`src/rtl/keypad_entry_pkg.sv`:
```
// Shared constants and types for the keypad entry block.
// Command key codes, digit capacity and press-qualifier state encoding.
package keypad_entry_pkg;

  localparam logic [3:0] KEY_BKSP  = 4'hA;
  localparam logic [3:0] KEY_CLR   = 4'hB;
  localparam logic [3:0] KEY_ENTER = 4'hC;

  localparam int MAX_DIGITS = 4;

  typedef enum logic [1:0] {
    Q_ARMED   = 2'd0,
    Q_HELD    = 2'd1,
    Q_RELEASE = 2'd2
  } qual_state_t;

  function automatic logic is_digit(input logic [3:0] k);
    return (k <= 4'd9);
  endfunction

endpackage

```
`src/rtl/press_qualifier.sv`:
```
// Converts the level-style key_press into one accept pulse per physical press.
// A new press is only accepted after RELEASE_CYCLES consecutive low cycles.
//
// state     | meaning
// ----------+---------------------------------------------------------
// Q_ARMED   | released long enough; next high key_press is accepted
// Q_HELD    | key down (or held through reset); waiting for release
// Q_RELEASE | key up, counting consecutive low cycles toward re-arm
module press_qualifier
  import keypad_entry_pkg::*;
#(
  parameter int RELEASE_CYCLES = 4
) (
  input  logic       clk,
  input  logic       reset,
  input  logic       key_press,
  input  logic [3:0] key_value,
  output logic       accept,
  output logic [3:0] accepted_value
);

  localparam int CW = (RELEASE_CYCLES < 2) ? 1 : $clog2(RELEASE_CYCLES + 1);
  localparam logic [CW-1:0] REL_LAST = CW'(RELEASE_CYCLES - 1);

  qual_state_t   state, state_nxt;
  logic [CW-1:0] rel_cnt, rel_cnt_nxt;

  always_ff @(posedge clk) begin
    if (reset) begin
      state   <= Q_HELD;
      rel_cnt <= '0;
    end else begin
      state   <= state_nxt;
      rel_cnt <= rel_cnt_nxt;
    end
  end

  always_comb begin
    state_nxt   = state;
    rel_cnt_nxt = rel_cnt;
    accept      = 1'b0;
    case (state)
      Q_ARMED: begin
        if (key_press) begin
          accept    = 1'b1;
          state_nxt = Q_HELD;
        end
      end
      Q_HELD: begin
        if (!key_press) begin
          rel_cnt_nxt = CW'(1);
          state_nxt   = (RELEASE_CYCLES <= 1) ? Q_ARMED : Q_RELEASE;
        end
      end
      Q_RELEASE: begin
        // A bounce back high restarts the release qualification from HELD.
        if (key_press) begin
          state_nxt   = Q_HELD;
          rel_cnt_nxt = '0;
        end else if (rel_cnt == REL_LAST) begin
          state_nxt = Q_ARMED;
        end else begin
          rel_cnt_nxt = rel_cnt + CW'(1);
        end
      end
      default: state_nxt = Q_HELD;
    endcase
  end

  assign accepted_value = key_value;

endmodule

```
`src/rtl/keypad_entry.sv`:
```
// Keypad entry assembler: builds a 4-digit BCD word from qualified key presses,
// with backspace/clear/enter commands and an inactivity auto-clear.
module keypad_entry
  import keypad_entry_pkg::*;
#(
  parameter int RELEASE_CYCLES = 4,
  parameter int TIMEOUT_CYCLES = 1000000
) (
  input  logic        clk,
  input  logic        reset,
  input  logic [3:0]  key_value,
  input  logic        key_press,
  output logic [15:0] entry,
  output logic [2:0]  digit_count,
  output logic [15:0] entry_data,
  output logic        entry_valid,
  output logic        entry_error,
  output logic        timeout
);

  localparam int TW = (TIMEOUT_CYCLES < 3) ? 1 : $clog2(TIMEOUT_CYCLES);
  // Expiry fires on the edge where the idle count would reach TIMEOUT_CYCLES-1.
  localparam logic [TW-1:0] T_LAST = TW'(TIMEOUT_CYCLES - 2);

  logic          accept;
  logic [3:0]    accepted_value;
  logic [TW-1:0] idle_cnt;

  press_qualifier #(
    .RELEASE_CYCLES(RELEASE_CYCLES)
  ) u_qual (
    .clk           (clk),
    .reset         (reset),
    .key_press     (key_press),
    .key_value     (key_value),
    .accept        (accept),
    .accepted_value(accepted_value)
  );

  always_ff @(posedge clk) begin
    if (reset) begin
      entry       <= '0;
      digit_count <= '0;
      entry_data  <= '0;
      entry_valid <= 1'b0;
      entry_error <= 1'b0;
      timeout     <= 1'b0;
      idle_cnt    <= '0;
    end else begin
      entry_valid <= 1'b0;
      entry_error <= 1'b0;
      timeout     <= 1'b0;
      if (accept) begin
        idle_cnt <= '0;
        if (is_digit(accepted_value)) begin
          if (digit_count < 3'(MAX_DIGITS)) begin
            entry       <= {entry[11:0], accepted_value};
            digit_count <= digit_count + 3'd1;
          end else begin
            entry_error <= 1'b1;
          end
        end else if (accepted_value == KEY_BKSP) begin
          if (digit_count != 3'd0) begin
            entry       <= {4'h0, entry[15:4]};
            digit_count <= digit_count - 3'd1;
          end
        end else if (accepted_value == KEY_CLR) begin
          entry       <= '0;
          digit_count <= '0;
        end else if (accepted_value == KEY_ENTER) begin
          if (digit_count != 3'd0) begin
            entry_data  <= entry;
            entry_valid <= 1'b1;
            entry       <= '0;
            digit_count <= '0;
          end else begin
            entry_error <= 1'b1;
          end
        end
      end else if (digit_count == 3'd0) begin
        idle_cnt <= '0;
      end else if (idle_cnt == T_LAST) begin
        entry       <= '0;
        digit_count <= '0;
        timeout     <= 1'b1;
        idle_cnt    <= '0;
      end else begin
        idle_cnt <= idle_cnt + TW'(1);
      end
    end
  end

endmodule
```
`config.mk`:
```
export PLATFORM = sky130hd
export DESIGN_NAME = keypad_entry
export DESIGN_NICKNAME = d
export VERILOG_FILES = /design/src/rtl/keypad_entry_pkg.sv /design/src/rtl/press_qualifier.sv /design/src/rtl/keypad_entry.sv
export SDC_FILE = /design/constraint.sdc
export NUM_CORES = 1
export LEC_CHECK = 0
export CORE_AREA = 4 4 77 79
export CTS_CLUSTER_DIAMETER = 150
export CTS_CLUSTER_SIZE = 14
export DETAILED_ROUTE_END_ITERATION = 10
export DIE_AREA = 0 0 81 83
export GPL_ROUTABILITY_DRIVEN = 0
export GPL_TIMING_DRIVEN = 0
export PLACE_DENSITY = 0.82
export SLEW_MARGIN = 20
export SYNTH_ARGS = -nofsm -noshare
export SYNTH_HDL_FRONTEND = slang
export SYNTH_HIERARCHICAL = 1
export SYNTH_SLANG_ARGS = --single-unit
```
`constraint.sdc`:
```
create_clock -name clk -period 3.7 [get_ports clk]
set_clock_uncertainty 0.2 [all_clocks]
set_input_delay 0.74 -clock clk [delete_from_list [all_inputs] [get_ports clk]]
set_output_delay 0.74 -clock clk [all_outputs]
set_load 0.02 [all_outputs]
```
# --- Word-level counts from Yosys, hierarchy flattened ---
# Index checks and enable logic that the tools add are counted.
totals:
  out_inout_bits: 38
  inputBits: 7
  register_bits: 63
  wordCells: 88
op_classes:
  n_eq_ne: 16
  add_sub_neg: 4
  reduce_logical: 13
  n_lt_le_gt_ge: 2
  n_bitwise: 5
  n_mux: 39
ops:
  columns: ["cell", "n"]
  rows:
  - ["$mux 16", 10]
  - ["$mux 3", 13]
  - ["$add 20x1->20 const B", 1]
  - ["$eq 20x20->1 const B", 1]
  - ["$eq 4x4->1 const B", 3]
  - ["$reduce_and 6->1", 2]
  - ["$mux 1", 10]
  - ["$mux 2", 4]
  - ["$add 3x1->3 const B", 2]
  - ["$ne 2x2->1 const B", 3]
  - ["$ne 3x2->1 const B", 2]
  - ["$pmux 2 s3", 1]
  - ["$pmux 3 s2", 1]
  - ["$reduce_and 3->1", 2]
  - ["$reduce_or 6->1", 1]
  - ["$ne 5x1->1 const B", 1]
  - ["$not 1->1", 5]
  - ["$le 4x4->1 const B", 1]
  - ["$ne 4x1->1 const B", 1]
  - ["$ne 4x3->1 const B", 1]
  - ["$reduce_bool 2->1", 2]
  - ["$reduce_or 4->1", 1]
  - ["$eq 3x2->1 const B", 1]
  - ["$logic_not 3->1", 1]
  - ["9 further kinds", 9]

# --- Logic depth before layout (Yosys ltp) ---
# Gate-level depths: netlist of run 1.
logic_depth:
  word_depth: 7
  ltp_mapped: 8
  mapped_depth_nobuf: 7

# --- Cells and area by module ---
# Netlist of run 1, hierarchy kept.
by_module_without_submodules:
  columns: ["mod", "area_each_um2", "cells_each", "instances", "seq_area_each_um2"]
  rows:
  - ["keypad_entry", 2621.3, 295, 1, 1161.1]
  - ["press_qualifier", 305.3, 33, 1, 100.1]

# --- Worst setup path after synthesis of run 1 ---
# Ideal clock, no wire load.
synth_path:
  path_kind: "input port to flip-flop"
  startpoint: "input key_press"
  endpoint: "register entry[10]"
  required_time_ns: 3.379
  path_slack_ns: 1.022
  stages: 5
  t_arrival_ns: 2.357
  path_buffers: 1
  setup_ns: 0.121
  path_cell_list: "nor3b_1 > nand4_1 > o31ai_4 > buf_6 > mux2_4"
synth_between:
  elab_chain_len: 4
  elab_cells_between_ends: 10
  cone_classes: "eq/ne (5); mux (3); reduce/logical (2)"
synth_lines:
  columns: ["element", "line", "text"]
  rows:
  - ["start: declaration", "keypad_entry.sv:12", "input logic key_press,"]
  - ["$mux 1 (*)", "press_qualifier.sv:44", "if (key_press) begin"]
  - ["$mux 1 (*)", "press_qualifier.sv:42", "case (state)"]
  - ["$ne 5x1->1 (no source line) (tied with other cells)", null, null]
  - ["$reduce_and 6->1 (no source line)", null, null]
  - ["end signal: assignment", "keypad_entry.sv:57", "entry <= {entry[11:0], accepted_value};"]
  - ["end signal: assignment", "keypad_entry.sv:64", "entry <= {4'h0, entry[15:4]};"]
  - ["end: declaration", "keypad_entry.sv:13", "output logic [15:0] entry,"]
# Mark *: on every way between the ends. The rest lies on a longest branch, timed or not.
# A chain may end at the register's enable or synchronous reset.

# --- Worst setup path in the final report of run 1 ---
layout_path:
  startpoint: "input key_press"
  endpoint: "register entry[8]"
layout_between:
  elab_chain_len: 4
  elab_cells_between_ends: 10
  cone_classes: "eq/ne (5); mux (3); reduce/logical (2)"
layout_lines:
  columns: ["element", "line", "text"]
  rows:
  - ["$mux 1 (*)", "press_qualifier.sv:44", null]
  - ["$mux 1 (*)", "press_qualifier.sv:42", null]
  - ["via accept", "keypad_entry.sv:25", "logic accept;"]
  - ["$ne 5x1->1 (no source line) (tied with other cells)", null, null]
  - ["$reduce_and 6->1 (no source line)", null, null]
# Mark *: on every way through the listed nets, which the timed path passes. The rest lies on a longest branch.

==> metrics.md, run 1 <==
| Metric | Value |
|---|---|
| Starting Density | 54.8% |
| CTS resizes | 0 |
| Fin crit period | 3.35 ns |
| Sw frac | 20.6% |
| Clock buffer depth | 2 |
| Drt pass-1 iters | 4 |
| Worst min path class | flip-flop to flip-flop |
| Placed cells | 440 |
| Max Clk Rate | roughly 0.3 GHz |
| Synth Register Bits | 63 |
| Top Family by Delay on Critical Path | simple AND/OR/NAND/NOR gates |
| Largest net degree at the start of global routing | 11 |
| Vias in the first global route | ~2,300 |
| Max FO, Critical Path | 10 |
| Routed wire length | around 6300 µm |
| Via count | around 2,400 |
| Via density | 5.24 |
| Count of final hold-check violations | 0 |
| RR Startpoint | u_qual/state[0]$_SDFFE_PP1P_ |
| Slew Limit Headroom | 45.1% |
| Final std cells w/o fill | 456 |
| H-tree levels | 3 |
| PwrDens | 387 nW/µm² |
| Worst vdd ir | 0.238 mV |
| Unique masters post-synth | 43 |
| CTS tree | yes |
| Critical Path RT | 3.73 ns |
| Clock slew at reported path FFs | 0.07 ns |
| Setup tns final | 0 ns |
| Max Slew Vio Count | 0 |
| Worst setup path endpoint | entry[8]$_SDFFE_PP0P_ |
| Cell depth of the worst flop-to-flop path | 5 |
| First-pass GRT wire length | 10,700 µm |
| Crit path buf inv count | 2 |
| Hold_buf cts | 0 |
| Minimum hold slack | 0.264 ns |
| Critical path arrival | roughly 3.4 ns |
| Pint | 1.12 mW |
| Gate Count Post-Synth | about 330 |
| Yosys top cell area share | 43.1% |
| CP max stage cell | nor3b_1 |
| Gate power share | approximately 4.0% |
| Worst Setup End Kind | flip-flop |
| CP max stage delay | a little over 0.7 ns |
| Crit path depth | 6 |
| Area contributors post-synth | dfxtp_1, nor2_1, mux2i_1 |
| CTS Buf Count | 9 |
| PortBufs | 40 |
| DRC errors left | 0 |
| Worst Setup SP | key_press |
| Period utilization | 90.5% |
| Detail Placement HPWL | between 4000 and 5000 µm |
| Die Height | 83 µm |
| Largest area contributor in the synthesized netlist | dfxtp_1 |
| I/O Pins | 45 |
| Max cap viols | 0 |
| Row Count | 27 |
| Clock root buffer | clkbuf_8 |
| Clock Latency Late Sink | 0.33 ns |
| Clock sink count | 63 |
| Share of cells above drive strength 1 | 11.2% |
| Post-CTS setup buffers | 0 |
| Area Growth Syn to Fin | 24.4% |
| Nets@finish | 393 |
| Sequential area share after synthesis | around 43% |
| Clock Power Share | 47.3% |
| Overflow after GRT | 0 |
| Post-synth net total | roughly 340 |
| Startpoint types | input pin |
| Die area | 6720 µm² |
| Synth Warn # | 6 |
| Slew at the pin with the worst max-slew slack | a little over 0.8 ns |
| Final setup fails | 0 |
| Critical path type | input pin to flip-flop |
| Antenna Nets Post-Route | 0 |
| All-Layer GR Usage | 20.2% |
| Mapped cell area | 2930 µm² |
| Psw | 290 µW |
| Synth Area per Inst | 8.92 µm² |
| Initial antenna violation count | 0 |
| Avg WL per Cell | around 14 µm |
| Die span in x | 81 µm |
| Status | finished clean |
| Crit-path cells | clkdlybuf4s50_1 > nor3b_1 > nand4_1 > o31ai_4 > buf_6 > mux2_4 |
| Antenna diodes | 0 |
| Reg2reg end | entry[8]$_SDFFE_PP0P_ |
| Core area | 5340 µm² |
| RSZ-0062 raised after global routing | false |
| Initial drt markers | 155 |
| Slack of the worst reg-to-reg path | 0.94 ns |
| Pleak | 1.33 nW |
| Sequential share of power | 48.6% |
[worst min-delay path by stage]
stage / from / to / slack (ns) / cells past startpoint
2_1_floorplan: idle_cnt[0]$_SDFF_PP0_ / idle_cnt[0]$_SDFF_PP0_ / 0.23 / 1
3_3_place_gp: idle_cnt[0]$_SDFF_PP0_ / idle_cnt[0]$_SDFF_PP0_ / 0.24 / 1
3_5_place_dp: idle_cnt[0]$_SDFF_PP0_ / idle_cnt[0]$_SDFF_PP0_ / 0.25 / 1
4_1_cts: idle_cnt[0]$_SDFF_PP0_ / idle_cnt[0]$_SDFF_PP0_ / 0.27 / 1
6_report: idle_cnt[0]$_SDFF_PP0_ / idle_cnt[0]$_SDFF_PP0_ / 0.26 / 1
5_1_grt: idle_cnt[0]$_SDFF_PP0_ / idle_cnt[0]$_SDFF_PP0_ / 0.29 / 1
[sequential cells by signal (all words and copies together) (netlist names)]
signal and flops:
entry_valid 1, u_qual/state 2, u_qual/rel_cnt 3, timeout 1
digit_count 3, entry 16, idle_cnt 20, entry_error 1
entry_data 16
[kinds of logic (layout without fill, tap and decap cells)]
kind of cell               after synthesis  after routing  synth area share, %
and+or+nand+nor                        147            147                 24.6
DFF                                     63             63                 43.1
AOI/OAI and AO/OA                       33             33                 7.91
muxes                                   30             30                 11.2
buffers and inverters                   29             85                 4.53
xor gates and xnor gates                19             19                 5.69
adders and majority gates                7              7                 2.99
[layout by cell type (no fill, tap or decap), drive strengths merged, types with 2 or more instances in the layout]
cell            n
nor2           57
nand3          11
dfxtp          63
ha              7
bufinv          2
nand4           5
and2b           2
nor3            3
nand3b          3
mux2i          17
nand2          31
nor2b          12
xor2           10
nand2b          8
buf             6
a21oi          16
inv            12
and3            3
nand4b          2
clkbuf         24
clkdlybuf4s50  40
nor4            4
nor3b           2
o21ai           4
o32ai           5
xnor2           9
mux2           13
[routing by layer]
layer  vias up  wire (µm)  share of wire (%)  GRT usage (%)
met5         -          0                  0              0
met4         0        133                2.1           7.99
met3        12        348                5.6           6.07
met2        56       2910                 47           31.7
met1      1114       2870                 46           25.7
li1       1206          -                  -              -
[cell usage after synthesis]
cell type / n
mux2_2: 10
nor2b_1: 12
clkbuf_1: 11
inv_1: 12
a22oi_2: 1
a21oi_1: 16
mux2_4: 3
a211o_1: 1
and2b_2: 2
and3_2: 1
a21bo_2: 1
or2_2: 1
nor3b_1: 2
and3_1: 2
buf_6: 1
nand4_1: 4
nand4_4: 1
nand2_1: 31
nand2b_1: 8
a311o_1: 1
o21ai_0: 3
buf_4: 4
nand4b_1: 2
nor4_1: 4
o21ai_2: 1
and2_1: 1
mux2i_1: 17
a31oi_1: 1
xor2_1: 10
nand3b_1: 3
xnor2_1: 9
nor2_1: 57
buf_2: 1
and4_2: 1
nor3_1: 3
ha_1: 7
or4_1: 1
nand3_1: 11
o32ai_1: 5
o211ai_1: 1
dfxtp_1: 63
o21a_1: 1
o31ai_4: 1
[per-stage QoR]
step	worst slack, ns	area (µm²)	total power, mW	util [%]
6_report	0.353	3640	1.41	68.2
5_1_grt	0.252	3640	1.46	68.2
3_3_place_gp	0.0203	3420	0.755	64.0
2_1_floorplan	1.02	2930	0.741	-
4_1_cts	0.428	3640	1.42	68.2
3_5_place_dp	0.0699	3420	0.756	64.0
[power by group through the flow]
stage          sequential [mW]  combinational [mW]  clock (mW)
6_report                 0.685              0.0570       0.667
5_1_grt                  0.685              0.0621       0.714
3_3_place_gp             0.700              0.0551           0
4_1_cts                  0.685              0.0563       0.681
2_1_floorplan            0.699              0.0414           0
3_5_place_dp             0.700              0.0562           0
[final cells by class]
cell class | instances | area (µm²)
fill | 441 | 1700
buffer | 17 | 87.6
multi-input combinational | 236 | 1530
clock inverter | 3 | 65.1
clock buffer | 13 | 159
timing repair buffer | 40 | 400
inverter | 12 | 45.0
sequential | 63 | 1260
tap | 72 | 90.1
No activity file was read; power rests on OpenSTA's default activity.
==> run 2, diff against run 1 <==
--- a/config.mk
+++ b/config.mk
@@ -12,9 +12,11 @@
 export DIE_AREA = 0 0 81 83
 export GPL_ROUTABILITY_DRIVEN = 0
 export GPL_TIMING_DRIVEN = 0
+export HOLD_SLACK_MARGIN = 0.12
 export PLACE_DENSITY = 0.82
 export SLEW_MARGIN = 20
 export SYNTH_ARGS = -nofsm -noshare
 export SYNTH_HDL_FRONTEND = slang
 export SYNTH_HIERARCHICAL = 1
 export SYNTH_SLANG_ARGS = --single-unit
+export TNS_END_PERCENT = 5
==> results of run 2 <==
Final layout, timing and power as in run 1 (identical DEF).
